===== src/rtl/pipeline_hazard_ctrl.sv =====
// Hazard and stall controller: one bubble per load-use hazard, full freeze during dcache misses,
// saturating stall statistics and a sticky miss-timeout flag.
module pipeline_hazard_ctrl #(
   parameter int unsigned CNT_W   = 32,
   parameter int unsigned TIMEOUT = 256
) (
   input  logic             clk_i,
   input  logic             rst_i,
   input  logic [4:0]       ifid_rs_i,
   input  logic [4:0]       ifid_rt_i,
   input  logic             idex_memread_i,
   input  logic [4:0]       idex_rt_i,
   input  logic             branch_taken_i,
   input  logic             dcache_stall_i,
   output logic             pc_write_o,
   output logic             ifid_write_o,
   output logic             ifid_flush_o,
   output logic             idex_write_o,
   output logic             idex_flush_o,
   output logic             pipe_write_o,
   output logic [CNT_W-1:0] lu_cnt_o,
   output logic [CNT_W-1:0] mem_cnt_o,
   output logic             timeout_o
);

   localparam int unsigned RUN_W = $clog2(TIMEOUT + 1);
   localparam logic [RUN_W-1:0] RunMax = RUN_W'(TIMEOUT);
   localparam logic [CNT_W-1:0] CntMax = {CNT_W{1'b1}};

   typedef enum logic [1:0] {StRun, StLuBubble, StMemStall} state_e;

   state_e             state_q, state_d;
   logic [CNT_W-1:0]   lu_cnt_q, lu_cnt_d;
   logic [CNT_W-1:0]   mem_cnt_q, mem_cnt_d;
   logic [RUN_W-1:0]   run_q, run_d;
   logic               timeout_q, timeout_d;
   logic               lu_hit;
   logic               bubble;

   always_comb begin
      lu_hit = idex_memread_i & (idex_rt_i != 5'd0) &
               ((idex_rt_i == ifid_rs_i) | (idex_rt_i == ifid_rt_i));

      pc_write_o   = 1'b1;
      ifid_write_o = 1'b1;
      ifid_flush_o = 1'b0;
      idex_write_o = 1'b1;
      idex_flush_o = 1'b0;
      pipe_write_o = 1'b1;
      bubble       = 1'b0;
      state_d      = state_q;

      // MEM_STALL with the stall released decides exactly like RUN, in the same cycle.
      if (dcache_stall_i) begin
         pc_write_o   = 1'b0;
         ifid_write_o = 1'b0;
         idex_write_o = 1'b0;
         pipe_write_o = 1'b0;
         state_d      = StMemStall;
      end else if (lu_hit && (state_q != StLuBubble)) begin
         pc_write_o   = 1'b0;
         ifid_write_o = 1'b0;
         idex_flush_o = 1'b1;
         bubble       = 1'b1;
         state_d      = StLuBubble;
      end else begin
         ifid_flush_o = branch_taken_i;
         state_d      = StRun;
      end

      if (rst_i) begin
         pc_write_o   = 1'b1;
         ifid_write_o = 1'b1;
         ifid_flush_o = 1'b0;
         idex_write_o = 1'b1;
         idex_flush_o = 1'b0;
         pipe_write_o = 1'b1;
      end

      lu_cnt_d = lu_cnt_q;
      if (bubble && (lu_cnt_q != CntMax)) begin
         lu_cnt_d = lu_cnt_q + CNT_W'(1);
      end

      mem_cnt_d = mem_cnt_q;
      run_d     = run_q;
      if (dcache_stall_i) begin
         if (mem_cnt_q != CntMax) begin
            mem_cnt_d = mem_cnt_q + CNT_W'(1);
         end
         // The cycle that enters MEM_STALL is the first stalled cycle of this miss.
         if (state_q != StMemStall) begin
            run_d = RUN_W'(1);
         end else if (run_q != RunMax) begin
            run_d = run_q + RUN_W'(1);
         end
      end
      timeout_d = timeout_q | (run_d == RunMax);
   end

   always_ff @(posedge clk_i) begin
      if (rst_i) begin
         state_q   <= StRun;
         lu_cnt_q  <= '0;
         mem_cnt_q <= '0;
         run_q     <= '0;
         timeout_q <= 1'b0;
      end else begin
         state_q   <= state_d;
         lu_cnt_q  <= lu_cnt_d;
         mem_cnt_q <= mem_cnt_d;
         run_q     <= run_d;
         timeout_q <= timeout_d;
      end
   end

   assign lu_cnt_o  = lu_cnt_q;
   assign mem_cnt_o = mem_cnt_q;
   assign timeout_o = timeout_q;

endmodule


===== config.mk =====
export PLATFORM = sky130hd
export DESIGN_NAME = pipeline_hazard_ctrl
export DESIGN_NICKNAME = d
export VERILOG_FILES = /design/src/rtl/pipeline_hazard_ctrl.sv
export SDC_FILE = /design/constraint.sdc
export NUM_CORES = 1
export LEC_CHECK = 0
export BUFFER_PORTS_ARGS = -buffer_cell sky130_fd_sc_hd__buf_2
export CAP_MARGIN = 30
export CORE_ASPECT_RATIO = 0.7
export CORE_MARGIN = 3
export CORE_UTILIZATION = 54
export DETAILED_ROUTE_END_ITERATION = 6
export GPL_TIMING_DRIVEN = 0
export PLACE_DENSITY = 0.85
export SLEW_MARGIN = 20
export SYNTH_ARGS = -nofsm -noshare
export SYNTH_HDL_FRONTEND = slang
export SYNTH_SLANG_ARGS = --single-unit

===== constraint.sdc =====
create_clock -name clk_i -period 2.5 [get_ports clk_i]
set_input_delay 0.375 -clock clk_i [delete_from_list [all_inputs] [get_ports clk_i]]
set_output_delay 0.375 -clock clk_i [all_outputs]
set_load 0.005 [all_outputs]

After elaboration in Yosys (flattened, before gate mapping)
Index checks and enable logic that the tools add are counted.
{ "totals": {"wordCells": 42, "regBits": 76, "in_bits": 20, "output_inout_bits": 71} }
{ "op_classes": {"add_sub_neg": 3, "n_reduce_logical": 5, "bitwise": 4, "eq_ne": 8, "muxes": 16} }
{ "op_table": {"columns": ["op", "count"], "rows": [
  ["32-bit by 1-bit adder with 32-bit output, second input constant", 2],
  ["32-bit != test, second input constant", 2],
  ["9-bit 2-to-1 mux", 3],
  ["1-bit 2-to-1 mux", 12],
  ["5-bit == test", 2],
  ["9-bit by 1-bit adder with 9-bit output, second input constant", 1],
  ["9-bit == test, second input constant", 1],
  ["9-bit != test, second input constant", 1],
  ["5-bit nonzero test", 1],
  ["1-bit bitwise AND", 2],
  ["1-bit logical AND", 2],
  ["2-bit 2-to-1 mux", 1],
  ["2-bit by 1-bit != test with 1-bit output, second input constant", 1],
  ["2-bit != test, second input constant", 1],
  ["1-bit bitwise OR", 2],
  ["2-bit AND reduction", 1],
  ["2-bit OR reduction", 1]
]} }

Longest topological paths before layout
Gate-level depths: netlist (run 1).
{ "logic_depth": {"ltp_word": 7, "depth_mapped": 9, "mapped_depth_nobuf": 8} }

Worst setup path before layout (run 1)
Ideal clock, no wire load.
{ "synth_timing": {"path_type": "reg-to-reg", "startpoint": "reg mem_cnt_q[3], in the netlist mem_cnt_o[3]", "endpoint": "reg mem_cnt_q[1], in the netlist mem_cnt_o[1]", "setup_ps": 128, "arrival_ps": 1877, "path_buffers": 2, "required_ps": 2372, "path_stages_with_launch": 9, "period_less_slack_ps": 2005, "slack_ps": 495, "cell_sequence": "dfxtp_1 nand4_2 nor4_4 or3b_1 buf_2 buf_6 nand2_2 mux2i_1 nor2_1"} }
{ "synth_via": {"elab_chain_cells": 2} }
{ "synth_lines": {"columns": ["item", "line", "rtl"], "rows": [
  ["from (decl)", "34", "logic [CNT_W-1:0] mem_cnt_q, mem_cnt_d;"],
  ["from (signal assigned)", "111", "mem_cnt_q <= mem_cnt_d;"],
  ["32-bit != test", "88", "if (mem_cnt_q != CntMax) begin"],
  ["2-bit AND reduction (no line)", null, null]
]} }
Every way passes these cells.
A chain may end at the register's enable or synchronous reset.

Worst setup path in the final report (run 1)
{ "layout_timing": {"startpoint": "in idex_rt_i[1]", "endpoint": "out pc_write_o"} }
{ "layout_via": {"elab_chain_cells": 7, "word_cells_on_any_way": 10, "classes_between": "eq/ne: 2; mux: 3; bitwise: 3; reduce/logical: 2"} }
{ "layout_lines": {"columns": ["item", "line", "rtl"], "rows": [
  ["from (decl)", "12", "input logic [4:0] idex_rt_i,"],
  ["5-bit == test / 5-bit nonzero test (equally long branches)", "42, 41", null],
  ["1-bit bitwise OR / 1-bit bitwise AND (equally long branches)", "42, 41", null],
  ["1-bit bitwise AND (*)", "41", "lu_hit = idex_memread_i & (idex_rt_i != 5'd0) &"],
  ["1-bit logical AND (*)", "60", "end else if (lu_hit && (state_q != StLuBubble)) begin"],
  ["1-bit 2-to-1 mux (*)", "60", null],
  ["1-bit 2-to-1 mux (*)", "54", "if (dcache_stall_i) begin"],
  ["1-bit 2-to-1 mux (*)", "71", "if (rst_i) begin"],
  ["to (decl)", "15", "output logic pc_write_o,"]
]} }
Mark *: on every way between the ends. The rest lies on a longest branch, timed or not.

==> implementation parameters, run 1 <==
Parameter                              Value

Drt
  Antenna viol nets, final ... 0
  DRC violations left ... 0
  Vias per std cell ... 5.97
  Drt pass-1 iters ... 5
  Routed length per placed instance ... 16.0 um
  Vias ... 4092
  Detailed Route Iter0 Violations ... 355
  Post-Route WL ... 11.0 mm

Placed design
  Detailed placer's ending HPWL ... 7.93 mm
  Routability Congestion ... 0.900
  Instance area at placement ... 0.00452 sq mm
  I/O Buffers ... 90

Synth
  Syn Std Cell Area ... 0.00396 sq mm
  Synthesized Nets ... about 510
  Synthesized area per cell ... 8.15 sq um
  Number of distinct library cells after synthesis ... 50
  Number of instances in the synthesized netlist ... 485
  Synthesis Warnings ... 0
  Number of flip-flops and latches in the synthesized netlist ... 76
  Share of synthesized flip-flops with an asynchronous set or reset ... 0%
  Sequential cell area fraction in the yosys report ... about two fifths
  Number of synthesized flops with an enable pin ... 0
  Most instantiated flip-flop cell in the synthesis netlist ... sky130_fd_sc_hd__dfxtp_1

Die
  Overall die height ... 77.6 um
  # IOs ... 91
  Initial core utilization ... 57.2%
  Std-Cell Core Area ... 0.00691 sq mm
  Number of rows created at floorplan ... 25
  Total Die Area ... 0.00840 sq mm
  DIE WIDTH ... 108 um

Clock tree
  Post-CTS setup buffer count ... 0
  Clock tree from TritonCTS ... done
  Clock tree sinks ... 76
  Count of H-tree levels built during CTS ... 3
  Hold Buf Count CTS ... 0
  Clk Latency, worst-skew pair ... ~350 ps
  Number of CTS-inserted buffers ... 9
  Clock Pin Slew Worst Setup and Hold Paths ... roughly 70 ps
  Number of buffers on the longest clock path ... 2
  Buffer cell driving the clock tree root ... sky130_fd_sc_hd__clkbuf_8

Final layout
  Diodes inserted ... 0
  Syn-to-layout area delta ... 21.4%
  Area of combinational cells with multiple inputs ... about 0.0023 sq mm
  Fraction of final layout cells sized beyond drive strength 1 ... between 20 and 25%
  Layout filler cell count ... 539
  Final Instance Area ... between 0.004 and 0.005 sq mm
  Net total in the final layout ... 610
  Combined flip-flop and latch cell area ... 0.00152 sq mm

Setup path
  CP Data Required Time ... 2120 ps
  Crit path kind ... in2out
  Largest fanout on the critical path ... 4
  Category of the worst setup path capture point ... primary output
  Length in cells of the worst reg-to-reg path ... 6
  Critical Path Source Type ... input port
  Arrival time worst endpoint ... between 2000 and 2500 ps

Timing
  Transition at the pin with the smallest max-transition slack ... 714 ps
  Setup_tns ... 0 ps
  Clk_skew ... between 10 and 15 ps
  Highest attainable clock frequency ... 417 MHz
  Rel. slew slack ... 52.2%
  RSZ-0062 raised after global routing ... false
  Min cycle time layout ... 2400 ps
  Final Max Slew Viols ... 0
  Final hold violation count ... 0
  Setup-failing EPs final ... 0
  Final worst path period share ... a little over nine tenths

Global routing
  Largest net degree at the start of global routing ... 13
  Number of global-route vias before repair ... 3783
  Remaining Overflow, GRT ... 0
  Initial antenna violation count ... 0
  Total routing resource utilization after global routing ... 27.0%
  Wire length of the first global-routing pass ... 18.4 mm

Min path
  WHS Path Cells ... 3
  Worst hold path class ... in2reg

Power
  Sequential cell fraction of total power ... 46.9%
  Sw frac ... 20.9%
  Cell internal power dissipation ... between 0.002 and 0.0025 W
  Total power density per cell area ... ~540 mW/mm^2
  P_leak ... ~1.9 nW
  VDD IR max ... 0.347 mV
  Combinational cell fraction of total power ... 5.6%
  Clock network fraction of design power ... roughly 48%
  Net switching power figure ... 0.000547 W
  Overall power ... 0.00261 W

Flow run
  Max-capacitance violation count ... 0

Outcome
  Outcome ... finished clean
-- power by group through the flow --
stage	registers [W]	logic (W)	clock network [W]
global placement	0.00125	0.000137	0
detailed placement	0.00125	0.000141	0
floorplan	0.00125	0.0000851	0
global route	0.00123	0.000160	0.00131
CTS	0.00123	0.000143	0.00125
finish	0.00123	0.000146	0.00124
-- worst paths after layout --
check	startpoint	end	slack, ps
setup reg to reg	lu_cnt_o[9]	lu_cnt_o[27]	140
hold / removal	rst_i	lu_cnt_o[6]	320
hold reg to reg	timeout_o	timeout_o	470
setup / recovery	idex_rt_i[1]	pc_write_o	100
-- layout make-up --
| type | count | share of cell area, % |
|---|---|---|
| multi-input combinational | 376 | 47.9 |
| sequential | 76 | 31.7 |
| timing repair buffer | 90 | 9.38 |
| clock buffer | 12 | 3.02 |
| clock inverter | 4 | 2.50 |
| tap | 94 | 2.45 |
| buffer | 20 | 2.08 |
| inverter | 13 | 1.02 |
-- cells by family (layout without fill, tap and decap cells) --
logic type	after synthesis	after routing	share of synthesized area, %
adder cells (fa/ha/maj)	4	4	1.27
buffers and inverters	33	139	3.73
AND/OR/NAND/NOR	243	243	33.1
flip-flops	76	76	38.5
multiplexers	4	4	1.08
AO/OA/AOI/OAI	74	74	11.1
XOR/XNOR	51	51	11.3
-- metrics by stage --
step | setup WS [ps] | std cells | hold slack (ps) | util (%)
6_report | 103 | 685 | 320 | 69.5
5_1_grt | 26.8 | 685 | 321 | 69.5
4_1_cts | 82.7 | 685 | 303 | 69.3
3_5_place_dp | 108 | 669 | 455 | 65.4
3_3_place_gp | 113 | 669 | 449 | 65.4
2_1_floorplan | 495 | 485 | 456 | -
-- state kept, by name, summed over array words and instances (netlist names) --
signal / cells
run_q: 9
timeout_o: 1
mem_cnt_o: 32
state_q: 2
lu_cnt_o: 32
-- layout by cell type (no fill, tap or decap), drive strengths merged, types with 2 or more instances in the layout --
| master | n |
|---|---|
| a211oi | 2 |
| a21oi | 32 |
| a31oi | 3 |
| and2 | 7 |
| and3 | 12 |
| and4 | 6 |
| buf | 97 |
| bufinv | 4 |
| clkbuf | 25 |
| dfxtp | 76 |
| ha | 4 |
| inv | 12 |
| mux2 | 2 |
| mux2i | 2 |
| nand2 | 38 |
| nand3 | 34 |
| nand3b | 2 |
| nand4 | 28 |
| nor2 | 60 |
| nor2b | 2 |
| nor3 | 11 |
| nor4 | 4 |
| nor4b | 3 |
| o211ai | 5 |
| o21ai | 19 |
| o31ai | 9 |
| or2 | 6 |
| or3 | 16 |
| or4 | 10 |
| xnor2 | 21 |
| xor2 | 30 |
-- Yosys cell counts (2+ instances only) --
| library cell | instances | area, sq um |
|---|---|---|
| sky130_fd_sc_hd__a211oi_1 | 2 | 15.0 |
| sky130_fd_sc_hd__a21oi_1 | 32 | 160 |
| sky130_fd_sc_hd__a31oi_1 | 3 | 18.8 |
| sky130_fd_sc_hd__and2_1 | 7 | 43.8 |
| sky130_fd_sc_hd__and3_1 | 12 | 75.1 |
| sky130_fd_sc_hd__and4_1 | 6 | 52.6 |
| sky130_fd_sc_hd__buf_4 | 4 | 30.0 |
| sky130_fd_sc_hd__clkbuf_1 | 13 | 48.8 |
| sky130_fd_sc_hd__dfxtp_1 | 76 | 1520 |
| sky130_fd_sc_hd__ha_1 | 4 | 50.1 |
| sky130_fd_sc_hd__inv_1 | 12 | 45.0 |
| sky130_fd_sc_hd__mux2i_1 | 2 | 20.0 |
| sky130_fd_sc_hd__nand2_1 | 37 | 139 |
| sky130_fd_sc_hd__nand3_1 | 33 | 165 |
| sky130_fd_sc_hd__nand3b_1 | 2 | 15.0 |
| sky130_fd_sc_hd__nand4_1 | 27 | 169 |
| sky130_fd_sc_hd__nor2_1 | 60 | 225 |
| sky130_fd_sc_hd__nor2b_1 | 2 | 12.5 |
| sky130_fd_sc_hd__nor3_1 | 11 | 55.1 |
| sky130_fd_sc_hd__nor4_1 | 3 | 18.8 |
| sky130_fd_sc_hd__nor4b_2 | 2 | 30.0 |
| sky130_fd_sc_hd__o211ai_1 | 5 | 37.5 |
| sky130_fd_sc_hd__o21ai_0 | 18 | 90.1 |
| sky130_fd_sc_hd__o31ai_1 | 9 | 67.6 |
| sky130_fd_sc_hd__or2_2 | 5 | 31.3 |
| sky130_fd_sc_hd__or3_1 | 16 | 100 |
| sky130_fd_sc_hd__or4_1 | 10 | 75.1 |
| sky130_fd_sc_hd__xnor2_1 | 21 | 184 |
| sky130_fd_sc_hd__xor2_1 | 30 | 263 |
-- critical path: stages --
cell	delay (ps)
sky130_fd_sc_hd__buf_2	120
sky130_fd_sc_hd__or4_1	550
sky130_fd_sc_hd__o221ai_2	360
sky130_fd_sc_hd__inv_1	70
sky130_fd_sc_hd__a21oi_1	200
sky130_fd_sc_hd__or2_2	150
sky130_fd_sc_hd__buf_4	90
sky130_fd_sc_hd__buf_2	90
-- timing repair --
item                                    in CTS  in global routing
endpoints found under the hold margin        0                  0
endpoints found under the setup margin       0                  6
resized for setup                            0                  4
-- layer usage --
layer / wire (um) / global-route usage (%)
met2: 4930 / 41.2
met4: 189 / 7.19
met3: 1010 / 8.56
met1: 4860 / 37.0
met5: 0 / 0
Power figures use the tool's default switching activity.
==> inputs of run 2 (changes only) <==
CORE_UTILIZATION = 50   (was 54)
PLACE_DENSITY = 0.8   (was 0.85)
==> implementation parameters, run 2 (synthesis gave the netlist of run 1 again) <==
Parameter                              Value

Timing
  Highest attainable clock frequency ... 419 MHz (+0.52%)
  Final Max Slew Viols ... 0 (unchanged)
  RSZ-0062 raised after global routing ... false
  Setup-failing EPs final ... 0 (unchanged)
  Setup ws final ... 115 ps (+12.5 ps)
  Final hold violation count ... 0 (unchanged)
  Setup_tns ... 0 ps (unchanged)
  Min cycle time layout ... 2380 ps (-12.5 ps)
  Rel. slew slack ... 48.5% (-3.8 points)
  Final worst path period share ... 95.4% (-0.50 points)
  Transition at the pin with the smallest max-transition slack ... 770 ps (+56.1 ps)
  Clk_skew ... 7.28 ps (-3.95 ps)

Placed design
  Detailed placer's ending HPWL ... 7.94 mm (+0.20%)
  Placement-stage worst setup slack ... 77.5 ps (-30.9 ps)
  Instance area at placement ... 0.00453 sq mm (+0.11%)
  I/O Buffers ... 90 (unchanged)
  Routability Congestion ... 0.888 (-1.4%)

Setup path
  Register-to-register setup slack ... 210 ps (+70 ps)
  Critical Path Source Type ... input port
  R2r endpoint ... lu_cnt_o[27]
  Reg2reg start ... lu_cnt_o[14]
  Arrival time worst endpoint ... 2010 ps (about the same)
  CP Data Required Time ... 2120 ps (about the same)
  Category of the worst setup path capture point ... primary output
  Largest fanout on the critical path ... 10 (+6)
  Length in cells of the worst reg-to-reg path ... 6 (unchanged)
  Crit path kind ... in2out

Clock tree
  Clk Latency, worst-skew pair ... 340 ps (about the same)
  Buffer cell driving the clock tree root ... sky130_fd_sc_hd__clkbuf_16
  Number of CTS-inserted buffers ... 9 (unchanged)
  Clock tree from TritonCTS ... done
  Clock tree sinks ... 76 (unchanged)
  Number of buffers on the longest clock path ... 2 (unchanged)
  Clock Pin Slew Worst Setup and Hold Paths ... 60 ps (about the same)
  Hold Buf Count CTS ... 0 (unchanged)
  Number of gates resized after CTS ... 0 (unchanged)
  Count of H-tree levels built during CTS ... 3 (unchanged)
  Post-CTS setup buffer count ... 0 (unchanged)

Die
  Overall die height ... 80.4 um (+3.6%)
  Number of rows created at floorplan ... 26 (+4.0%)
  Total Die Area ... 0.00903 sq mm (+7.5%)
  Std-Cell Core Area ... 0.00748 sq mm (+8.2%)
  Initial core utilization ... 52.9% (-4.4 points)
  DIE WIDTH ... 112 um (+3.7%)
  # IOs ... 91 (unchanged)

Final layout
  Syn-to-layout area delta ... 22.1%
  Net total in the final layout ... 610 (unchanged)
  Fraction of final layout cells sized beyond drive strength 1 ... 21.5% (+0.036 points)
  Leading cell types in the layout, fill and taps excluded ... sky130_fd_sc_hd__buf_2, sky130_fd_sc_hd__dfxtp_1, sky130_fd_sc_hd__nor2_1
  Most common library cell in the layout ignoring fill and taps ... sky130_fd_sc_hd__buf_2
  Final Instance Area ... 0.00483 sq mm (+0.57%)
  Diodes inserted ... 0 (unchanged)

Min path
  Worst hold path class ... in2reg
  WHS Path Cells ... 3 (unchanged)
  Worst Min Path Start ... rst_i
  Endpoint of the worst hold path ... lu_cnt_o[6]

Global routing
  Initial antenna violation count ... 0 (unchanged)
  Largest net degree at the start of global routing ... 13 (unchanged)
  Wire length of the first global-routing pass ... 18.0 mm (-2.3%)
  Remaining Overflow, GRT ... 0 (unchanged)
  Total routing resource utilization after global routing ... 24.4% (-2.6 points)
  Number of global-route vias before repair ... 3765 (-0.48%)

Drt
  Routed length per placed instance ... 15.9 um (-0.78%)
  Antenna viol nets, final ... 0 (unchanged)
  DRC violations left ... 0 (unchanged)
  Vias ... 4032 (-1.5%)
  Drt pass-1 iters ... 5 (unchanged)
  Post-Route WL ... 10.9 mm (-0.35%)
  Detailed Route Iter0 Violations ... 252 (-29%)
  Vias per std cell ... 5.86 (-1.9%)

Power
  P_leak ... 1.90 nW (+0.55%)
  VDD IR max ... 0.337 mV (-2.6%)
  Total power density per cell area ... 551 mW/mm^2 (+1.1%)

Outcome
  Outcome ... finished clean

Flow run
  Max-capacitance violation count ... 0 (unchanged)
run 2: changes by cell type in the layout (fill, tap and decap cells not counted), moves of 3 or more:
cell / delta
sky130_fd_sc_hd__clkbuf_8: -9
sky130_fd_sc_hd__clkinv_2: +3
sky130_fd_sc_hd__bufinv_16: -3
sky130_fd_sc_hd__clkbuf_16: +9
run 2: worst max path at each step:
stage	start	endpoint	depth (start not counted)
after floorplan	mem_cnt_o[3]	mem_cnt_o[1]	8
after global placement	idex_rt_i[1]	lu_cnt_o[12]	8
after detailed placement	idex_rt_i[0]	lu_cnt_o[12]	8
after CTS	rst_i	idex_flush_o	6
after global routing	idex_rt_i[4]	pc_write_o	8
final	rst_i	idex_flush_o	6
run 2: worst max-delay path, stage by stage:
cell and delay [ps]:
sky130_fd_sc_hd__buf_2 80, sky130_fd_sc_hd__clkbuf_1 390, sky130_fd_sc_hd__clkbuf_1 400, sky130_fd_sc_hd__clkbuf_1 460, sky130_fd_sc_hd__nor2_1 130, sky130_fd_sc_hd__buf_2 150
run 2: layout make-up:
cell class              count  area [sq um]
fillers                   657          2650
multi-input cells         376          2300
flip-flops and latches     76          1520
repair buffers             90           450
clock buffers              10           239
well taps                  98           123
plain buffers              20          98.8
clock inverters             5          52.6
inverters                  13          48.8
run 2: per-stage QoR:
step	std cells	hold slack, ps	power, W	util (%)
2_1_floorplan	485	456	0.00134	-
3_3_place_gp	673	445	0.00139	60.5
3_5_place_dp	673	461	0.00140	60.5
4_1_cts	688	313	0.00267	64.4
5_1_grt	688	353	0.00274	64.5
6_report	688	316	0.00266	64.5
run 2: layer usage:
metal | up-vias | GRT usage [%] | routed length [um]
met1 | 1921 | 32.4 | 5010
li1 | 1942 | - | -
met2 | 149 | 38.7 | 4860
met5 | - | 0 | 0
met3 | 20 | 6.93 | 901
met4 | 0 | 7.20 | 171
run 2: power breakdown:
part / internal, W / total (W) / switching, W
logic: 0.0000574 / 0.000144 / 0.0000871
clock network: 0.000789 / 0.00129 / 0.000497
registers: 0.00122 / 0.00123 / 0.00000981
total: 0.00206 / 0.00266 / 0.000594
==> inputs of run 3 (changes only) <==
ABC_AREA = 1   (was not set)
PLACE_DENSITY = 0.78   (was 0.8)
clock period = 3 ns   (was 2.5 ns; I/O delays follow)
==> implementation parameters, run 3 <==
Parameter                              Value

Die
  Number of rows created at floorplan ... 29 (+12%)
  Total Die Area ... 0.0107 sq mm (+18%)
  # IOs ... 91 (unchanged)
  DIE WIDTH ... 122 um (+8.8%)
  Overall die height ... 87.3 um (+8.6%)
  Initial core utilization ... 51.7% (-1.2 points)
  Std-Cell Core Area ... 0.00914 sq mm (+22%)

Power
  P_leak ... 2.29 nW (+21%)
  Sw frac ... 20.9% (-1.4 points)
  Combinational cell fraction of total power ... 5.3% (about the same)
  Total power density per cell area ... 436 mW/mm^2 (-21%)
  VDD IR max ... 0.311 mV (-7.7%)
  Overall power ... 0.00249 W (-6.5%)
  Sequential cell fraction of total power ... 41.1% (-5.1 points)
  Net switching power figure ... 0.000520 W (-13%)
  Clock network fraction of design power ... 53.5% (+5.1 points)
  Cell internal power dissipation ... 0.00197 W (-4.8%)

Setup path
  Length in cells of the worst reg-to-reg path ... 10 (+4)
  Reg2reg start ... lu_cnt_o[1]
  Category of the worst setup path capture point ... primary output
  CP startpoint ... rst_i
  Crit path kind ... in2out
  CP Data Required Time ... 2550 ps (+430 ps)
  Arrival time worst endpoint ... 1910 ps (-100 ps)
  Largest fanout on the critical path ... 10 (unchanged)
  R2r endpoint ... lu_cnt_o[28]
  Register-to-register setup slack ... 780 ps (+570 ps)
  Critical Path Source Type ... input port

Global routing
  Initial antenna violation count ... 0 (unchanged)
  Number of global-route vias before repair ... 4484 (+19%)
  Wire length of the first global-routing pass ... 22.0 mm (+23%)
  Largest net degree at the start of global routing ... 13 (unchanged)
  Remaining Overflow, GRT ... 0 (unchanged)
  Total routing resource utilization after global routing ... 26.3% (+1.9 points)

Synth
  Dominant cells by area after synthesis ... sky130_fd_sc_hd__dfxtp_1, sky130_fd_sc_hd__nand2_1, sky130_fd_sc_hd__nor2_1, sky130_fd_sc_hd__a21oi_1, sky130_fd_sc_hd__xor2_1
  Synth area leader ... sky130_fd_sc_hd__dfxtp_1
  Share of the synthesized area in the top cell type ... 32.2% (-6.3 points)
  Number of instances in the synthesized netlist ... 735 (+52%)
  Synthesis Warnings ... 0 (unchanged)
  Leading post-synthesis cells by instance count ... sky130_fd_sc_hd__nand2_1, sky130_fd_sc_hd__nor2_1, sky130_fd_sc_hd__dfxtp_1
  Number of synthesized flops with an enable pin ... 0 (unchanged)
  Synthesized area per cell ... 6.43 sq um (-21%)
  Top-count cell post-synth ... sky130_fd_sc_hd__nand2_1
  Most instantiated flip-flop cell in the synthesis netlist ... sky130_fd_sc_hd__dfxtp_1
  Sequential cell area fraction in the yosys report ... 32.2% (-6.3 points)
  Synthesized Nets ... 759 (+49%)
  Share of synthesized flip-flops with an asynchronous set or reset ... 0% (unchanged)
  Number of flip-flops and latches in the synthesized netlist ... 76 (unchanged)
  Number of distinct library cells after synthesis ... 33 (-34%)
  Syn Std Cell Area ... 0.00473 sq mm (+19%)

Timing
  Final hold violation count ... 0 (unchanged)
  Rel. slew slack ... 55.9% (+7.4 points)
  Clk_skew ... 6.29 ps (-0.992 ps)
  Setup-failing EPs final ... 0 (unchanged)
  Setup_tns ... 0 ps (unchanged)
  Min cycle time layout ... 2360 ps
  Setup ws final ... 638 ps (+523 ps)
  Transition at the pin with the smallest max-transition slack ... 661 ps (-109 ps)
  Highest attainable clock frequency ... 423 MHz
  Final worst path period share ... 78.7%
  Final Max Slew Viols ... 0 (unchanged)
  RSZ-0062 raised after global routing ... false

Min path
  Worst hold path class ... reg2reg
  WHS Path Cells ... 2 (-1)
  Endpoint of the worst hold path ... timeout_o
  Worst Min Path Start ... timeout_o

Drt
  Drt pass-1 iters ... 5 (unchanged)
  Vias per std cell ... 5.30 (-9.5%)
  DRC violations left ... 0 (unchanged)
  Detailed Route Iter0 Violations ... 509 (+100%)
  Vias ... 5113 (+27%)
  Post-Route WL ... 14.0 mm (+28%)
  Antenna viol nets, final ... 0 (unchanged)
  Routed length per placed instance ... 14.5 um (-8.6%)

Clock tree
  Clock tree sinks ... 76 (unchanged)
  Clk Latency, worst-skew pair ... 340 ps (about the same)
  Hold Buf Count CTS ... 0 (unchanged)
  Number of buffers on the longest clock path ... 2 (unchanged)
  Post-CTS setup buffer count ... 0 (unchanged)
  Clock tree from TritonCTS ... done
  Clock Pin Slew Worst Setup and Hold Paths ... 60 ps (about the same)
  Count of H-tree levels built during CTS ... 3 (unchanged)
  Number of gates resized after CTS ... 0 (unchanged)
  Number of CTS-inserted buffers ... 9 (unchanged)
  Buffer cell driving the clock tree root ... sky130_fd_sc_hd__clkbuf_16

Final layout
  Leading cell types in the layout, fill and taps excluded ... sky130_fd_sc_hd__nand2_1, sky130_fd_sc_hd__nor2_1, sky130_fd_sc_hd__buf_2
  Syn-to-layout area delta ... 20.5%
  Fraction of final layout cells sized beyond drive strength 1 ... 17.1% (-4.4 points)
  Diodes inserted ... 0 (unchanged)
  Layout filler cell count ... 883 (+34%)
  Net total in the final layout ... 859 (+41%)
  Most common library cell in the layout ignoring fill and taps ... sky130_fd_sc_hd__nand2_1
  Final Instance Area ... 0.00570 sq mm (+18%)

Placed design
  Detailed placer's ending HPWL ... 10.7 mm (+35%)
  Placement-stage worst setup slack ... 636 ps (+558 ps)
  I/O Buffers ... 89 (-1.1%)
  Instance area at placement ... 0.00533 sq mm (+18%)
  Routability Congestion ... 0.987 (+11%)

Flow run
  Max-capacitance violation count ... 0 (unchanged)

Outcome
  Outcome ... finished clean
[run 3: cell count changes after synthesis, sizes merged, moves of 6 or more]
cell	delta
nor2	+44
and2	-6
o21ai	-7
buf	+6
nand4	-8
and3	-7
or3	-16
and4	-6
nor3	+26
inv	+48
a21oi	+26
or4	-10
o31ai	-9
nand2	+202
[run 3: power by group through the flow]
stage | Combinational, W | Sequential, W | Clock (W)
floorplan | 0.0000802 | 0.00104 | 0
global placement | 0.000127 | 0.00104 | 0
detailed placement | 0.000132 | 0.00104 | 0
CTS | 0.000132 | 0.00102 | 0.00134
global route | 0.000148 | 0.00102 | 0.00139
finish | 0.000133 | 0.00102 | 0.00133
[run 3: layout make-up]
cell class              instances  area [sq um]  area share (%)
multi-input cells             575          2820            49.4
flip-flops and latches         76          1520            26.7
repair buffers                 89           445            7.82
clock buffers                  13           280            4.92
inverters                      61           229            4.02
plain buffers                  23           160            2.81
well taps                     124           155            2.72
clock inverters                 3          90.1            1.58
[run 3: layer usage]
layer	GRT usage, %	part of all wire, %
met5	0	0
met4	6.20	1.2
met3	5.65	9.9
met2	39.4	42
met1	38.5	47
[run 3: cells by family after synthesis]
family                   Yosys count  share of synthesized area [%]
AO/OA/AOI/OAI                     73                           7.97
XOR/XNOR                          50                           9.27
adder cells (fa/ha/maj)            4                           1.06
buffers and inverters             84                           8.23
flip-flops                        76                           32.2
AND/OR/NAND/NOR                  448                           41.3
[run 3: through the flow]
step,hold slack [ps],util [%],cells
floorplan,447,-,735
global placement,441,58.3,948
detailed placement,442,58.3,948
CTS,451,62.3,964
global route,477,62.3,964
finish,448,62.3,964
[run 3: worst max path at each step]
stage | endpoint
after floorplan | pc_write_o
after global placement | pc_write_o
after detailed placement | pc_write_o
after CTS | pc_write_o
after global routing | pc_write_o
final | pc_write_o
[run 3: critical path, stage by stage]
cell                       delay [ps]
sky130_fd_sc_hd__clkbuf_1         270
sky130_fd_sc_hd__clkinv_1         390
sky130_fd_sc_hd__clkbuf_1         410
sky130_fd_sc_hd__nand2_1          180
sky130_fd_sc_hd__buf_4            110
sky130_fd_sc_hd__buf_2             90
